## src/rtl/fetch_stage.sv

```systemverilog
// fetch_stage: RV32I instruction-fetch stage.
// Owns the PC, addresses a combinational instruction memory and registers the
// returned word into IF/ID. Handles stall, redirect-with-flush and halt on an
// all-zero word. A two-state FSM (RUN/HALT) is visible on the halted output.
//
// Handshake: id_stall is a level "not ready" from decode. While it is high in
// RUN the PC and IF/ID hold. redirect_valid is a single-cycle command that is
// accepted on the edge where it is sampled high, regardless of id_stall or
// state.
//
// Optional feature macro: FETCH_FAULT_CHECK_EN. When defined, a fetch from a
// misaligned or out-of-range PC loads a faulting bubble into IF/ID and halts.
module fetch_stage #(
  parameter logic [31:0] RESET_PC   = 32'h0000_0000,
  parameter logic [31:0] NOP_INST   = 32'h0000_0013,
  parameter int          IMEM_DEPTH = 256
) (
  input  logic        clk,
  input  logic        rst_n,
  output logic [31:0] imem_addr,
  input  logic [31:0] imem_inst,
  input  logic        id_stall,
  input  logic        redirect_valid,
  input  logic [31:0] redirect_pc,
  output logic [31:0] inst_id,
  output logic [31:0] pc_id,
  output logic        valid_id,
  output logic        fault_id,
  output logic        halted
);

  typedef enum logic {
    ST_RUN  = 1'b0,
    ST_HALT = 1'b1
  } state_t;

  localparam logic [31:0] DEPTH_W = 32'(IMEM_DEPTH);

  state_t      state_q, state_d;
  logic [31:0] pc_q, pc_d;
  logic [31:0] inst_q, inst_d;
  logic [31:0] pcid_q, pcid_d;
  logic        valid_q, valid_d;
  logic        fault_q, fault_d;
  logic        zero_word;
  logic        fetch_fault;

  assign imem_addr = pc_q;
  assign zero_word = (imem_inst == 32'h0);

`ifdef FETCH_FAULT_CHECK_EN
  // Word index beyond the memory or a non-word-aligned PC cannot be fetched.
  assign fetch_fault = (pc_q[1:0] != 2'b00) || ({2'b00, pc_q[31:2]} >= DEPTH_W);
`else
  assign fetch_fault = 1'b0;
`endif

  // FSM state register.
  always_ff @(posedge clk or negedge rst_n) begin
    if (!rst_n) state_q <= ST_RUN;
    else        state_q <= state_d;
  end

  // FSM next state: redirect > stall > fault/zero-word halt > advance.
  always_comb begin
    state_d = state_q;
    unique case (state_q)
      ST_RUN: begin
        if (!redirect_valid && !id_stall && (fetch_fault || zero_word))
          state_d = ST_HALT;
      end
      ST_HALT: begin
        if (redirect_valid) state_d = ST_RUN;
      end
      default: state_d = ST_RUN;
    endcase
  end

  // FSM outputs: halted reflects the registered state.
  always_comb begin
    halted = (state_q == ST_HALT);
  end

  // Next PC and next IF/ID contents under the same priority as the FSM.
  always_comb begin
    pc_d    = pc_q;
    inst_d  = inst_q;
    pcid_d  = pcid_q;
    valid_d = valid_q;
    fault_d = fault_q;
    if (redirect_valid) begin
      // Flush: bubble into IF/ID, pc_id keeps its last value.
      pc_d    = redirect_pc;
      inst_d  = NOP_INST;
      valid_d = 1'b0;
      fault_d = 1'b0;
    end else if (state_q == ST_HALT) begin
      // Halted fetch emits bubbles every cycle; stall has no effect here.
      inst_d  = NOP_INST;
      valid_d = 1'b0;
      fault_d = 1'b0;
    end else if (id_stall) begin
      // Hold everything.
    end else if (fetch_fault) begin
      // The faulting fetch is passed to decode as a valid, flagged bubble.
      inst_d  = NOP_INST;
      pcid_d  = pc_q;
      valid_d = 1'b1;
      fault_d = 1'b1;
    end else if (zero_word) begin
      inst_d  = NOP_INST;
      valid_d = 1'b0;
      fault_d = 1'b0;
    end else begin
      inst_d  = imem_inst;
      pcid_d  = pc_q;
      valid_d = 1'b1;
      fault_d = 1'b0;
      pc_d    = pc_q + 32'd4;
    end
  end

  // PC and IF/ID pipeline register.
  always_ff @(posedge clk or negedge rst_n) begin
    if (!rst_n) begin
      pc_q    <= RESET_PC;
      inst_q  <= NOP_INST;
      pcid_q  <= 32'h0;
      valid_q <= 1'b0;
      fault_q <= 1'b0;
    end else begin
      pc_q    <= pc_d;
      inst_q  <= inst_d;
      pcid_q  <= pcid_d;
      valid_q <= valid_d;
      fault_q <= fault_d;
    end
  end

  assign inst_id  = inst_q;
  assign pc_id    = pcid_q;
  assign valid_id = valid_q;
  assign fault_id = fault_q;

endmodule

```

## config.mk

```make
export PLATFORM = sky130hd
export DESIGN_NAME = fetch_stage
export DESIGN_NICKNAME = d
export VERILOG_FILES = /design/src/rtl/fetch_stage.sv
export SDC_FILE = /design/constraint.sdc
export NUM_CORES = 1
export LEC_CHECK = 0
export CORE_UTILIZATION = 48
export DETAILED_ROUTE_END_ITERATION = 10
export PLACE_DENSITY = 0.86
export SYNTH_ARGS = -nofsm -noshare
export SYNTH_HDL_FRONTEND = slang
export SYNTH_SLANG_ARGS = --single-unit
```

## constraint.sdc

```tcl
create_clock -name clk -period 3.7 [get_ports clk]
set_input_delay 0.74 -clock clk [delete_from_list [all_inputs] [get_ports clk]]
set_output_delay 0.74 -clock clk [all_outputs]
set_load 0.01 [all_outputs]
```

==> results of run 1 <==
[worst register-to-register path, delay by kind of cell, from the launching register on]
kind            cells  cell delay (ns)
simple gates        4             1.48
flops               1             0.52
compound gates      1             0.19
[per-stage QoR]
step | setup slack, ns | cell area (um2) | hold WS [ns] | power, mW | instances
floorplan | 1.38 | 4370 | 0.444 | 1.53 | 367
global placement | 0.782 | 6120 | 0.462 | 1.90 | 624
detailed placement | 0.697 | 6120 | 0.464 | 1.93 | 624
CTS | 1.07 | 6340 | 0.486 | 2.70 | 639
global route | 0.877 | 6340 | 0.509 | 2.80 | 639
finish | 1.07 | 6340 | 0.481 | 2.67 | 639
[placed cells by master, fill, tap and decap left out, types with 3 or more instances in the layout]
cell type / n
sky130_fd_sc_hd__or3_1: 3
sky130_fd_sc_hd__dfstp_2: 3
sky130_fd_sc_hd__buf_4: 9
sky130_fd_sc_hd__nand3_1: 7
sky130_fd_sc_hd__and4_1: 3
sky130_fd_sc_hd__nor4_1: 8
sky130_fd_sc_hd__o22a_1: 3
sky130_fd_sc_hd__nor3_1: 5
sky130_fd_sc_hd__xnor2_1: 5
sky130_fd_sc_hd__clkdlybuf4s50_1: 164
sky130_fd_sc_hd__o31ai_1: 6
sky130_fd_sc_hd__nor2_1: 15
sky130_fd_sc_hd__clkbuf_8: 11
sky130_fd_sc_hd__o211ai_1: 9
sky130_fd_sc_hd__o21ai_0: 23
sky130_fd_sc_hd__and2_1: 3
sky130_fd_sc_hd__or4_1: 7
sky130_fd_sc_hd__xor2_1: 15
sky130_fd_sc_hd__a22o_1: 29
sky130_fd_sc_hd__dfrtp_1: 95
sky130_fd_sc_hd__mux2_2: 37
sky130_fd_sc_hd__a31oi_1: 8
sky130_fd_sc_hd__o2111ai_1: 9
sky130_fd_sc_hd__nand2_1: 24
sky130_fd_sc_hd__inv_1: 4
sky130_fd_sc_hd__nand4_1: 5
[kinds of logic after synthesis]
kind of cell               count (synthesis)
muxes                                     38
AOI/OAI and AO/OA                         90
buffers and inverters                     29
and+or+nand+nor                           90
xor gates and xnor gates                  20
other                                      1
adders and majority gates                  1
DFF                                       98
[flip-flops by register name, indices dropped and copies added, names as in the netlist]
signal and flops:
pc_id 32, halted 1, imem_addr 32, inst_id 32, valid_id 1
[cell type report]
class | instances | area, um2
multi-input cells | 240 | 1800
fillers | 609 | 2420
clock inverters | 4 | 73.8
inverters | 5 | 18.8
well taps | 108 | 135
repair buffers | 173 | 1710
flip-flops and latches | 98 | 2460
clock buffers | 11 | 151
[power breakdown]
group | total, mW | switching (mW) | internal [mW]
Combinational | 0.613 | 0.241 | 0.372
Sequential | 1.29 | 0.0999 | 1.19
Clock | 0.767 | 0.352 | 0.416
[cell usage after synthesis (4+ instances only)]
cell type | number | area (um2)
sky130_fd_sc_hd__clkbuf_1 | 18 | 67.6
sky130_fd_sc_hd__nand3_1 | 7 | 35.0
sky130_fd_sc_hd__dfrtp_1 | 95 | 2380
sky130_fd_sc_hd__o21ai_0 | 23 | 115
sky130_fd_sc_hd__or4_1 | 7 | 52.6
sky130_fd_sc_hd__inv_1 | 4 | 15.0
sky130_fd_sc_hd__o2111ai_1 | 9 | 78.8
sky130_fd_sc_hd__nor2_1 | 15 | 56.3
sky130_fd_sc_hd__nor4_1 | 9 | 56.3
sky130_fd_sc_hd__buf_2 | 5 | 25.0
sky130_fd_sc_hd__a22o_1 | 29 | 254
sky130_fd_sc_hd__o211ai_1 | 9 | 67.6
sky130_fd_sc_hd__o31ai_1 | 6 | 45.0
sky130_fd_sc_hd__nand4_1 | 5 | 31.3
sky130_fd_sc_hd__nor3_1 | 5 | 25.0
sky130_fd_sc_hd__a31oi_1 | 8 | 50.1
sky130_fd_sc_hd__xnor2_1 | 5 | 43.8
sky130_fd_sc_hd__xor2_1 | 15 | 131
sky130_fd_sc_hd__nand2_1 | 24 | 90.1
sky130_fd_sc_hd__mux2_2 | 37 | 417
[worst paths after layout]
path                                     from       endpoint  slack [ns]  depth (start not counted)
worst max-delay path            imem_inst[18]  imem_addr[24]        1.07                          7
worst min-delay path                 valid_id       valid_id        0.48                          2
worst max register to register   imem_addr[7]  imem_addr[31]        1.44                          5
worst min register to register       valid_id       valid_id        0.48                          2
max in group asynchronous               rst_n         halted        2.35                          2
min in group asynchronous               rst_n      pc_id[12]        0.59                          1
[routing by layer]
| metal | routed length [um] | vias to the layer above | global-route usage, % |
|---|---|---|---|
| li1 | - | 1689 | - |
| met1 | 5090 | 1789 | 32.1 |
| met2 | 5590 | 137 | 40.8 |
| met3 | 679 | 8 | 5.68 |
| met4 | 112 | 0 | 6.67 |
| met5 | 0 | - | 0 |
==> qor.txt, run 1 <==
STATUS
---------------------------------------------------------------------------------------
Result of the run                                                          complete, no violations

CRITICAL PATH
---------------------------------------------------------------------------------------
Required time of the critical path                                              3.97 ns
Startpoint-to-endpoint class of the critical path                          input pin to register
Cell type of the slowest stage on the worst timing path                    sky130_fd_sc_hd__o21ai_1
Cell class contributing the biggest share of worst-path delay              compound AO/OA/AOI/OAI gates
Highest cell delay on the worst timing path                                     0.46 ns
Crit path buffers/inverters                                                           2
Sort of element at the start of the critical path                             input pin
Maximum net fanout on the critical path                                              23
Worst path arrival time                                                         2.91 ns
Crit-path cells                                                            clkdlybuf4s50_1 > nor4_1 > nand4_1 > buf_4 > o21ai_1 > o21ai_0 > a31oi_1
CP Capture Type                                                                register

YOSYS
---------------------------------------------------------------------------------------
Dominant combinational cell family by area after synthesis                 compound AO/OA/AOI/OAI gates
Post-Synthesis Net Count                                                            436
Synthesized area                                                            0.00437 mm2
Post-Synth Adder-Cell Area                                                       0.286%
Synth Warn #                                                                          0
Multiplexer area fraction after synthesis                                         9.77%
Flip-flop and latch count after synthesis                                            98
Seq/Total Area, Yosys                                                             56.2%
Most used flip-flop cell after synthesis                                   sky130_fd_sc_hd__dfrtp_1
Gate count after technology mapping                                                 367
Post-Synthesis Mean Instance Area                                              11.9 um2
Proportion of synthesized flip-flops having asynchronous set or reset              100%
Simple logic cell fraction of the synthesized area                                11.8%
Number of enable-type register cells in the synthesized netlist                       0
Area share of xor/xnor cells in the synthesized design                            4.01%
Area fraction in compound gates after synthesis                                   15.1%
Netlist cell types                                                                   40

CLOCK TREE
---------------------------------------------------------------------------------------
Resized cells post-CTS                                                                0
Cts bufs inserted                                                                     9
H-Tree Depth                                                                          3
Clock Tree Buf Depth                                                                  2
TritonCTS clock tree                                                               done
Worst skew pair latency                                                         0.35 ns
Clock slew seen by the registers of the worst setup and hold paths              0.09 ns
# hold bufs at CTS                                                                    0
Post-CTS Setup Repair Bufs                                                            0
Clock sink count                                                                     98
Clk Tree Root Cell                                                         sky130_fd_sc_hd__clkbuf_8

GLOBAL ROUTING
---------------------------------------------------------------------------------------
Antenna violations before repair                                                      0
GRT overflow                                                                          0
Via count of the first global-routing pass                                         3612
Largest net degree at the start of global routing                                    91
Global-route wire length before repair                                         18500 um
Total Routing Usage GR                                                            24.5%

DIE
---------------------------------------------------------------------------------------
# rows                                                                               34
Std-Cell Core Area                                                          0.00876 mm2
DIE WIDTH                                                                       97.4 um
Chip height                                                                     97.4 um
Die footprint                                                               0.00949 mm2
Top-level I/O count                                                                 167
Initial cell density of the core                                                  49.8%

ROUTE
---------------------------------------------------------------------------------------
Wirelength per Cell                                                             18.0 um
Number of iterations in the first detailed-routing pass                               5
Routed WL                                                                      11500 um
Number of violations reported at the end of detailed-routing iteration 0            175
DRC errors left                                                                       0
Number of antenna-violating nets in the routed design                                 0
Detailed-route via count                                                           3623
Mean number of vias per cell                                                       5.67

STA
---------------------------------------------------------------------------------------
Transition time at the pin with the least slew margin                           1.13 ns
Clock period minus final worst setup slack                                      2.63 ns
Share of the clock period used by the worst path after layout                     71.2%
Worst clock skew                                                             0.00732 ns
Setup repair after global routing missed its margin                                  no
Max Freq                                                                        380 MHz
Final Setup Violations                                                                0
Post-Route Setup TNS                                                               0 ns
Worst rel slew slack                                                              24.5%
Slew Viols, Final                                                                     0
Final count of hold timing violations                                                 0

PLACE
---------------------------------------------------------------------------------------
Input/output buffers                                                                165
Detailed-placement wirelength estimate                                          8180 um
Routability congestion estimate                                                   0.839

FINISH
---------------------------------------------------------------------------------------
Number of nets in the layout                                                        596
Fraction of layout cells with a size suffix above 1                               13.6%
ANT cells                                                                             0
Growth of design area from synthesis to finish                                    45.2%
Final Util                                                                        72.4%

PWR
---------------------------------------------------------------------------------------
VDD IR max                                                                       228 uV
Total power density per cell area                                            421 mW/mm2
Total leakage power                                                             2.55 nW

HOLD PATH
---------------------------------------------------------------------------------------
Worst hold path class                                                      register to register

FLOW RUN
---------------------------------------------------------------------------------------
# Max-Cap Violations                                                                  0

Power figures use the tool's default switching activity.
==> run 2, diff against run 1 <==
Settings changed: CORE_UTILIZATION 48 to 40, PLACE_DENSITY 0.86 to 0.77.
Clock period 3.7 ns to 2.2 ns, I/O delays scaled along.
==> run 2 against run 1 <==
Against the previous run: sequential power grew 67%; clock power grew 85%; setup slack lost 0.97 ns; register-to-register slack lost 1.3 ns; power grew 76%; sequential share of layout area shrank 2.7 points; via count grew 6.3%; die area grew 20%; routed wire length grew 9.9%; non-clock buffer count grew 40; combinational power grew 83%.
==> qor.txt, run 2 (synthesis results as in run 1) <==
STA
---------------------------------------------------------------------------------------
Worst clock skew                                                             0.00931 ns   +0.00198 ns
Worst rel slew slack                                                              64.4%   +40 points
Slew Viols, Final                                                                     0   unchanged
Share of the clock period used by the worst path after layout                     95.9%
Setup repair after global routing missed its margin                                 yes
Post-Route Setup TNS                                                               0 ns   unchanged
Fin worst setup slack                                                         0.0911 ns   -0.974 ns
Max Freq                                                                        474 MHz
Final Setup Violations                                                                0   unchanged
Transition time at the pin with the least slew margin                          0.535 ns   -0.598 ns
Final count of hold timing violations                                                 0   unchanged
Clock period minus final worst setup slack                                      2.11 ns

GLOBAL ROUTING
---------------------------------------------------------------------------------------
Via count of the first global-routing pass                                         3824   +5.9%
Global Route met2 Usage                                                           36.5%   -4.3 points
Global-route wire length before repair                                         19800 um   +6.9%
Busiest layer in global routing                                                    met2
Antenna violations before repair                                                      0   unchanged
Largest net degree at the start of global routing                                    99   +8.8%
Met1 usage                                                                        29.0%   -3.1 points
Met3 routing resource usage after global routing                                  7.23%   +1.6 points
GRT overflow                                                                          0   unchanged
Total Routing Usage GR                                                            22.4%   -2.1 points

DIE
---------------------------------------------------------------------------------------
Chip height                                                                      107 um   +9.3%
DIE WIDTH                                                                        107 um   +9.3%
# rows                                                                               37   +8.8%
Top-level I/O count                                                                 167   unchanged
Initial cell density of the core                                                  41.7%   -8.1 points
Std-Cell Core Area                                                           0.0105 mm2   +19%
Die footprint                                                                0.0113 mm2   +20%

PLACE
---------------------------------------------------------------------------------------
Routability congestion estimate                                                   0.845   +0.71%
Detailed-placement wirelength estimate                                          8680 um   +6.1%
Input/output buffers                                                                165   unchanged
Worst slack, placed                                                           -0.342 ns   -1.04 ns
Number of placed instances, taps included                                           689   +10%
Placed Instance Area                                                        0.00649 mm2   +6.1%

CRITICAL PATH
---------------------------------------------------------------------------------------
Crit-path cells                                                            clkdlybuf4s50_1 > nor4_2 > nand4_1 > buf_6 > o21ai_2 > buf_4 > or4_1 > a31oi_1
Worst path arrival time                                                         2.39 ns   -0.52 ns
Sort of element at the start of the critical path                             input pin
Required time of the critical path                                              2.48 ns   -1.49 ns
CP Capture Type                                                                register
Highest cell delay on the worst timing path                                     0.53 ns   +0.07 ns
Crit path buffers/inverters                                                           3   +1
Maximum net fanout on the critical path                                              23   unchanged
Startpoint-to-endpoint class of the critical path                          input pin to register
Cell type of the slowest stage on the worst timing path                    sky130_fd_sc_hd__clkdlybuf4s50_1
R2r setup slk                                                                   0.19 ns   -1.25 ns
Cell class contributing the biggest share of worst-path delay              buffers and inverters

ROUTE
---------------------------------------------------------------------------------------
Detailed-route via count                                                           3852   +6.3%
Wirelength per Cell                                                             17.8 um   -0.68%
Mean number of vias per cell                                                       5.45   -3.9%
Number of violations reported at the end of detailed-routing iteration 0            285   +63%
Number of antenna-violating nets in the routed design                                 0   unchanged
DRC errors left                                                                       0   unchanged
Number of iterations in the first detailed-routing pass                               4   -1
Routed WL                                                                      12600 um   +9.9%

CLOCK TREE
---------------------------------------------------------------------------------------
Clock sink count                                                                     98   unchanged
Clock Tree Buf Depth                                                                  2   unchanged
Clk Tree Root Cell                                                         sky130_fd_sc_hd__clkbuf_8
TritonCTS clock tree                                                               done
H-Tree Depth                                                                          3   unchanged
Cts bufs inserted                                                                     9   unchanged
Worst skew pair latency                                                         0.36 ns   about the same
Clock slew seen by the registers of the worst setup and hold paths              0.09 ns   about the same
# hold bufs at CTS                                                                    0   unchanged

STATUS
---------------------------------------------------------------------------------------
Result of the run                                                          complete, no violations

FINISH
---------------------------------------------------------------------------------------
ANT cells                                                                             0   unchanged
Fraction of layout cells with a size suffix above 1                               21.0%   +7.5 points
Final Util                                                                        65.2%   -7.2 points
Most common cell after layout, fill and taps aside                         sky130_fd_sc_hd__clkdlybuf4s50_1
Final non-filler cell area                                                  0.00683 mm2   +7.6%
Top library cells by usage in the layout, fill and taps aside              sky130_fd_sc_hd__clkdlybuf4s50_1, sky130_fd_sc_hd__dfrtp_1, sky130_fd_sc_hd__buf_4, sky130_fd_sc_hd__mux2_2, sky130_fd_sc_hd__a22o_1
Final cell count without fillers                                                    707   +11%
Number of nets in the layout                                                        636   +6.7%
Growth of design area from synthesis to finish                                    56.3%

PWR
---------------------------------------------------------------------------------------
Total power density per cell area                                            690 mW/mm2   +64%
Total leakage power                                                             2.79 nW   +9.4%
VDD IR max                                                                       406 uV   +78%

FLOW RUN
---------------------------------------------------------------------------------------
# Max-Cap Violations                                                                  0   unchanged

HOLD PATH
---------------------------------------------------------------------------------------
Worst hold path class                                                      input pin to asynchronous set/reset pin

==> run 2: cell count changes in the layout (fill, tap and decap cells not counted), sizes merged <==
cell | previous run | this run
buf | 9 | 49
bufinv | 2 | 3
clkbuf | 11 | 12
clkdlybuf4s50 | 164 | 163
inv | 6 | 5
==> run 2: metal layers <==
layer / vias up / wire length (um)
met4: 0 / 105
met1: 1906 / 5420
met3: 8 / 998
met2: 161 / 6080
met5: - / 0
li1: 1777 / -
==> run 2: per-stage QoR <==
step	total power [mW]	hold WS, ns
3_3_place_gp	3.28	0.469
2_1_floorplan	2.57	0.144
3_5_place_dp	3.31	0.466
4_1_cts	4.74	0.138
5_1_grt	4.93	0.161
6_report	4.71	0.0994
==> run 2: final timing paths <==
path | from | to | cells after the start
max | imem_inst[6] | imem_addr[31] | 8
min | rst_n | pc_id[10] | 2
max reg2reg | imem_addr[10] | imem_addr[31] | 5
min reg2reg | valid_id | valid_id | 2
max in group asynchronous | rst_n | inst_id[0] | 2
min in group clk | redirect_valid | imem_addr[0] | 2
==> run 2: where the power goes <==
group          switching [mW]  internal (mW)
clock network           0.608          0.814
registers               0.158           2.01
logic                   0.440          0.682
total                    1.21           3.50
==> run 2: repair_timing <==
item | in CTS | in global routing
setup endpoints to repair | 0 | 42
resized for setup | 0 | 10
hold endpoints to repair | 0 | 0
buffers inserted | 0 | 1
==> run 2: final cells by class <==
type,count,area [um2]
Clock buffer,11,151
Inverter,5,18.8
Fill cell,842,3640
Timing Repair Buffer,213,2090
Clock inverter,4,98.8
Multi-Input combinational cell,240,1840
Tap cell,136,170
Sequential cell,98,2460
==> run 3, diff against run 2 <==
==> constraint.sdc (replaced) <==
create_clock -name clk -period 2.2 [get_ports clk]
set_input_delay 0.33 -clock clk [delete_from_list [all_inputs] [get_ports clk]]
set_output_delay 0.33 -clock clk [all_outputs]
set_load 0.01 [all_outputs]
==> run 3 against run 2 <==
Against the previous run: flip-flop and latch count did not move; clock power shrank 5%; design area shrank 1.2%; die area did not move; global-route usage shrank 0.51 points.
==> qor.txt, run 3 (synthesis results as in run 1) <==
CRITICAL PATH
---------------------------------------------------------------------------------------
Maximum net fanout on the critical path                                              31   +35%
Required time of the critical path                                              2.45 ns   -0.03 ns
Worst path arrival time                                                         2.32 ns   -0.07 ns
CP Capture Type                                                                register
Startpoint-to-endpoint class of the critical path                          input pin to register
Sort of element at the start of the critical path                             input pin

FINISH
---------------------------------------------------------------------------------------
Top library cells by usage in the layout, fill and taps aside              sky130_fd_sc_hd__clkdlybuf4s50_1, sky130_fd_sc_hd__dfrtp_1, sky130_fd_sc_hd__buf_4, sky130_fd_sc_hd__mux2_2, sky130_fd_sc_hd__a22o_1
Growth of design area from synthesis to finish                                    54.4%
ANT cells                                                                             0   unchanged
Fraction of layout cells with a size suffix above 1                               19.4%   -1.6 points
Number of nets in the layout                                                        635   -0.16%
Final Util                                                                        64.5%   -0.78 points
Final non-filler cell area                                                  0.00674 mm2   -1.2%
Most common cell after layout, fill and taps aside                         sky130_fd_sc_hd__clkdlybuf4s50_1
Final cell count without fillers                                                    707   unchanged

STA
---------------------------------------------------------------------------------------
Slew Viols, Final                                                                     0   unchanged
Final Setup Violations                                                                0   unchanged
Worst rel slew slack                                                              51.8%   -13 points
Share of the clock period used by the worst path after layout                     94.0%   -1.8 points
Transition time at the pin with the least slew margin                          0.717 ns   +0.182 ns
Final count of hold timing violations                                                 0   unchanged
Worst clock skew                                                              0.0120 ns   +0.00271 ns
Fin worst setup slack                                                          0.131 ns   +0.0398 ns
Max Freq                                                                        483 MHz   +1.9%
Clock period minus final worst setup slack                                      2.07 ns   -0.0398 ns
Setup repair after global routing missed its margin                                  no

PWR
---------------------------------------------------------------------------------------
Total leakage power                                                             2.76 nW   -0.83%
VDD IR max                                                                       418 uV   +2.9%
Total power density per cell area                                            685 mW/mm2   -0.70%

CLOCK TREE
---------------------------------------------------------------------------------------
H-Tree Depth                                                                          3   unchanged
Clock Tree Buf Depth                                                                  2   unchanged
Clk Tree Root Cell                                                         sky130_fd_sc_hd__clkbuf_8
Clock sink count                                                                     98   unchanged
Cts bufs inserted                                                                     9   unchanged
Resized cells post-CTS                                                                0   unchanged
Clock slew seen by the registers of the worst setup and hold paths              0.09 ns   about the same
TritonCTS clock tree                                                               done
Worst skew pair latency                                                         0.36 ns   about the same

ROUTE
---------------------------------------------------------------------------------------
Wirelength per Cell                                                             17.1 um   -4.3%
Number of violations reported at the end of detailed-routing iteration 0            230   -19%
Routed WL                                                                      12100 um   -4.3%
Detailed-route via count                                                           3815   -0.96%
DRC errors left                                                                       0   unchanged
Mean number of vias per cell                                                       5.40   -0.96%
Number of iterations in the first detailed-routing pass                               4   unchanged
Number of antenna-violating nets in the routed design                                 0   unchanged

HOLD PATH
---------------------------------------------------------------------------------------
Worst hold path class                                                      input pin to register

GLOBAL ROUTING
---------------------------------------------------------------------------------------
GRT overflow                                                                          0   unchanged
Largest net degree at the start of global routing                                    45   -55%
Antenna violations before repair                                                      0   unchanged
Total Routing Usage GR                                                            21.9%   -0.51 points
Global-route wire length before repair                                         19400 um   -2.1%
Via count of the first global-routing pass                                         3812   -0.31%

PLACE
---------------------------------------------------------------------------------------
Number of placed instances, taps included                                           690   +0.15%
Routability congestion estimate                                                   0.854   +1.0%
Detailed-placement wirelength estimate                                          8840 um   +1.8%
Placed Instance Area                                                        0.00650 mm2   +0.12%
Worst slack, placed                                                           -0.254 ns   +0.0876 ns
Input/output buffers                                                                165   unchanged

DIE
---------------------------------------------------------------------------------------
Top-level I/O count                                                                 167   unchanged
Initial cell density of the core                                                  41.7%   unchanged
Chip height                                                                      107 um   unchanged
# rows                                                                               37   unchanged
Std-Cell Core Area                                                           0.0105 mm2   unchanged
DIE WIDTH                                                                        107 um   unchanged
Die footprint                                                                0.0113 mm2   unchanged

FLOW RUN
---------------------------------------------------------------------------------------
# Max-Cap Violations                                                                  0   unchanged

STATUS
---------------------------------------------------------------------------------------
Result of the run                                                          complete, no violations

-- run 3: changes by cell type in the layout (fill, tap and decap cells not counted), sizes merged --
cell	previous run	this run
buf	49	48
bufinv	3	2
clkbuf	12	13
clkinv	1	0
dlygate4sd3	0	1
inv	5	6
-- run 3: metrics by stage --
| step | setup TNS (ns) | total power [mW] | hold WS, ns |
|---|---|---|---|
| 3_3_place_gp | -13.07 | 3.28 | 0.291 |
| 4_1_cts | 0 | 4.66 | 0.305 |
| 3_5_place_dp | -14.44 | 3.31 | 0.295 |
| 6_report | 0 | 4.62 | 0.318 |
| 2_1_floorplan | 0 | 2.57 | 0.0344 |
| 5_1_grt | 0 | 4.82 | 0.317 |
-- run 3: where the power goes --
part	internal [mW]	switching, mW	leakage [nW]
clock	0.739	0.610	0.120
combinational	0.678	0.428	1.44
sequential	2.00	0.159	1.20
-- run 3: worst max-delay path, stage by stage --
cell                              delay [ns]
sky130_fd_sc_hd__clkdlybuf4s50_1        0.42
sky130_fd_sc_hd__nor4_1                 0.35
sky130_fd_sc_hd__nand4_1                0.25
sky130_fd_sc_hd__nor2_1                 0.19
sky130_fd_sc_hd__or4_1                  0.18
sky130_fd_sc_hd__buf_12                 0.22
sky130_fd_sc_hd__mux2_2                 0.36
-- run 3: what timing repair did --
| item | in CTS | in global routing |
|---|---|---|
| buffers inserted | 0 | 0 |
| endpoints found under the hold margin | 30 | 0 |
| endpoints found under the setup margin | 0 | 0 |
| hold buffers | 1 | 0 |
-- run 3: path summary, 6_finish.rpt --
path / end / slack, ns / startpoint / cells past startpoint
worst max-delay path: pc_id[26] / 0.13 / imem_inst[21] / 7
worst min-delay path: imem_addr[0] / 0.32 / redirect_valid / 2
worst max register to register: imem_addr[28] / 0.14 / imem_addr[3] / 7
worst min register to register: valid_id / 0.49 / valid_id / 2
max in group asynchronous: inst_id[4] / 1.03 / rst_n / 3
min in group asynchronous: pc_id[12] / 0.44 / rst_n / 2
-- run 3: final cells by class --
class | count | area [um2]
clock buffer | 13 | 169
clock inverter | 3 | 68.8
fill | 853 | 3720
inverter | 5 | 18.8
multi-input combinational | 240 | 1800
sequential | 98 | 2460
tap | 136 | 170
timing repair buffer | 212 | 2060
-- run 3: metal layers --
metal	GRT usage (%)	share of wire, %	vias to the layer above
met4	7.34	1.1	0
li1	-	-	1778
met5	0	0	-
met1	27.7	43	1885
met3	4.17	7.1	10
met2	37.4	49	142
==> edit 1, RTL diff (settings of run 3) <==
Add a define of `FETCH_FAULT_CHECK_EN`.
--- a/src/rtl/fetch_stage.sv
+++ b/src/rtl/fetch_stage.sv
@@ -12,2 +12,4 @@
 // misaligned or out-of-range PC loads a faulting bubble into IF/ID and halts.
+`define FETCH_FAULT_CHECK_EN
+
 module fetch_stage #(
Formal check against the unedited RTL: not equivalent (a bounded check fails within 4 cycles, from zero or initial values and one cycle with rst_n low).
==> edit 1 against run 3 <==
- the flow now finishes with violations (setup timing)
- sequential power about the same
- area after synthesis fell by 8.7%
- fmax decreased by 9.6%
- combinational power rose by 13%
- clock skew is 0.0044 ns lower
- worst setup slack worse by 0.22 ns
- power increased by 2.5%
- cell count down 5.1%
- highest routed layer unchanged
- wire length down 0.36%
- largest cell class unchanged
- sequential cell count is 1 higher
- final area increased by 1.9%
==> edit 1: results <==
[run_status]
status = finished with violations
violations = setup timing

[worst_setup_path]
crit_arrival_ns = 2.55
max_stage_delay_ns = 0.53

[pwr]
p_per_area_nw_per_um2 = 688.5
p_leak_nw = 3.041

[layout]
drive_gt1_share_pct = 30.86
fin_util_pct = 70.64

[detailed_routing]
dr_wl_met2_mm = 5.719
drt_iter0_drc = 107
met3_length_um = 938

[global_route]
grt_max_degree = 39
gr-usage-all-layers_pct = 23.09
grt_use_met1_pct = 28.61
grt_pass1_vias = 3485

[timing]
layout_setup_ws_ns = -0.08907
worst_slew_pin_slew_ns = 0.4319
finClkSkew_ns = 0.007594
finalSetupViolations = 26
hold_ws_ns = 0.4341

[yosys]
syn_nets = 361
yosysUniqueCellTypes = 34
synth-seq-cells = 99
synthTopCellsByArea = dfrtp_1 (60%), mux2_1 (8.2%), mux2_2 (7.3%)

[place]
place_inst = 633
dp_hpwl_mm = 7.866

[clock_tree]
ctsResizeCount = 28
-- edit 1: cell count changes after synthesis, moves of 11 or more --
cell	run 3	this run
mux2_1	0	29
mux2_2	37	26
o21ai_0	23	2
nand2_1	24	8
clkbuf_1	18	5
xor2_1	15	0
-- edit 1: cell families (layout without fill, tap and decap cells) --
family                   count (synthesis)  after routing  synth area share (%)
buffers and inverters                   23            269                 2.854
flip-flops                              99             99                 62.18
adder cells (fa/ha/maj)                  2              2                0.6271
multiplexers                            56             56                 15.77
AND/OR/NAND/NOR                         59             60                 8.153
XOR/XNOR                                 1              1                0.2195
AO/OA/AOI/OAI                           51             51                 10.19
-- edit 1: how the worst max path moves through the flow --
stage | to | cells after the start
after floorplan | pc_id[10] | 6
after global placement | inst_id[3] | 7
after CTS | inst_id[18] | 5
after global routing | pc_id[8] | 7
after detailed placement | inst_id[8] | 7
final | pc_id[9] | 7
==> edit 2, RTL diff (config.mk and constraints of run 3) <==
Made on the original files. Make the reset (`rst_n`) synchronous in 2 clocked blocks.
--- a/src/rtl/fetch_stage.sv
+++ b/src/rtl/fetch_stage.sv
@@ -58,3 +58,3 @@
   // FSM state register.
-  always_ff @(posedge clk or negedge rst_n) begin
+  always_ff @(posedge clk) begin
     if (!rst_n) state_q <= ST_RUN;
@@ -123,3 +123,3 @@
   // PC and IF/ID pipeline register.
-  always_ff @(posedge clk or negedge rst_n) begin
+  always_ff @(posedge clk) begin
     if (!rst_n) begin
Function: differs if rst_n is asserted again (counterexample within 4 cycles, from zero or initial values and one cycle with rst_n low); with rst_n held inactive, the same outputs for 4 cycles.
==> edit 2 against run 3 <==
- power is 17% lower
- final area is 4.3% lower
- sequential cell count stayed put
- die area is 0.99% lower
- wire length is 3.2% higher
- clock skew is 0.0048 ns lower
- worst setup slack better by 0.097 ns
- area after synthesis is 1.0% lower
- largest cell class is now multi-input gates
- largest power group unchanged
==> edit 2: results <==
[worst_setup_path]
cp_max_fo = 11
slowest_stage = dfxtp_1
crit_arrival_ns = 2.27
rr_startpoint = imem_addr[2]
max_stage_delay_ns = 0.45
timing.rr.end = imem_addr[30]
regToRegSetupSlack_ns = 0.23

[layout]
nNetsFinal = 734
fin_cells = 805
ff_latch_area_um2 = 1962
drive_gt1_share_pct = 10.16
fill_cells = 872

[yosys]
syn_nets = 564
synth_ff_type = dfxtp_1
synthTopCellsByArea = dfxtp_1 (45%), mux2i_1 (7.6%), o21ai_0 (6.4%)
synth_xor_area_share_pct = 3.848
ys_async_sr_fraction_pct = 0
yosysUniqueCellTypes = 44
synth_compound_area_share_pct = 16.64
synthMuxAreaShare_pct = 7.639
synthAdderAreaFrac_pct = 0.2894
ys_top_cells_by_count = dfxtp_1 (98), o21ai_0 (55), nand3_1 (42)
syn-instance-count = 495
ys_seq_area_share_pct = 45.37

[hold_path]
hp-start = rst_n
min_to = imem_addr[2]

[clock_tree]
cts.htree.levels = 3
cts-root-buf = clkbuf_8

[place]
gp_congestion = 0.8661
placed_cell_area_um2 = 6246
place_inst = 790
dp_hpwl_mm = 9.239
dpl_worst_slack_ns = -0.1541

[pwr]
p_leak_nw = 2.329
pg_clk_mw = 1.26
seqPwrFrac_pct = 50.5
swShare_pct = 25.63
p_seq_mw = 1.93
vdd_ir_drop_max_v = 0.0004211

[global_route]
grt_max_degree = 69
grt_pass1_wl_mm = 20.32
gr-usage-all-layers_pct = 22.73

[detailed_routing]
wl_per_cell_um = 15.46
drt_iter0_drc = 157

[timing]
finClkSkew_ns = 0.007227
worst_slew_pin_slew_ns = 0.5446

[run_status]
status = finished clean
[edit 2: worst register-to-register path, stage by stage (launching register included)]
cell      delay, ns
dfxtp_1        0.45
ha_1           0.22
nand3_1        0.15
nor2_1         0.23
o211ai_1       0.12
buf_4          0.19
or4_1          0.40
a31oi_1        0.16
[edit 2: how the worst max path moves through the flow]
stage / from / end / cells past startpoint / slack (ns)
4_1_cts: imem_addr[2] / imem_addr[30] / 7 / 0.23
5_1_grt: imem_addr[2] / imem_addr[12] / 6 / 0.02
2_1_floorplan: imem_addr[2] / imem_addr[28] / 7 / 0.43
3_3_place_gp: imem_inst[4] / pc_id[14] / 7 / -0.09
3_5_place_dp: imem_inst[4] / pc_id[14] / 7 / -0.15
6_report: imem_addr[2] / imem_addr[30] / 7 / 0.23
[edit 2: layout make-up]
type	count	share of cell area, %
Multi-Input combinational cell	355	33.77
Sequential cell	98	30.40
Timing Repair Buffer	197	29.74
Tap cell	136	2.637
Clock buffer	10	1.978
Clock inverter	5	1.241
Inverter	4	0.2326
[edit 2: cells by family (layout without fill, tap and decap cells)]
family                     Yosys count  count (layout)
muxes                               33              33
DFF                                 98              98
buffers and inverters               42             216
other                                1               1
xor gates and xnor gates            19              19
adders and majority gates            1               1
AOI/OAI and AO/OA                  123             123
and+or+nand+nor                    178             178
[edit 2: through the flow]
step | setup TNS [ns] | hold WS (ns)
2_1_floorplan | 0 | 0.4622
3_3_place_gp | -3.590 | 0.4365
3_5_place_dp | -4.939 | 0.4435
4_1_cts | 0 | 0.2783
5_1_grt | 0 | 0.2865
6_report | 0 | 0.2874
[edit 2: routing by layer]
layer	global-route usage [%]	part of all wire, %	up-vias
met5	0	0	-
met4	9.028	1.9	0
met3	6.560	7.8	22
met2	38.05	47	143
met1	27.39	43	1964
li1	-	-	2113
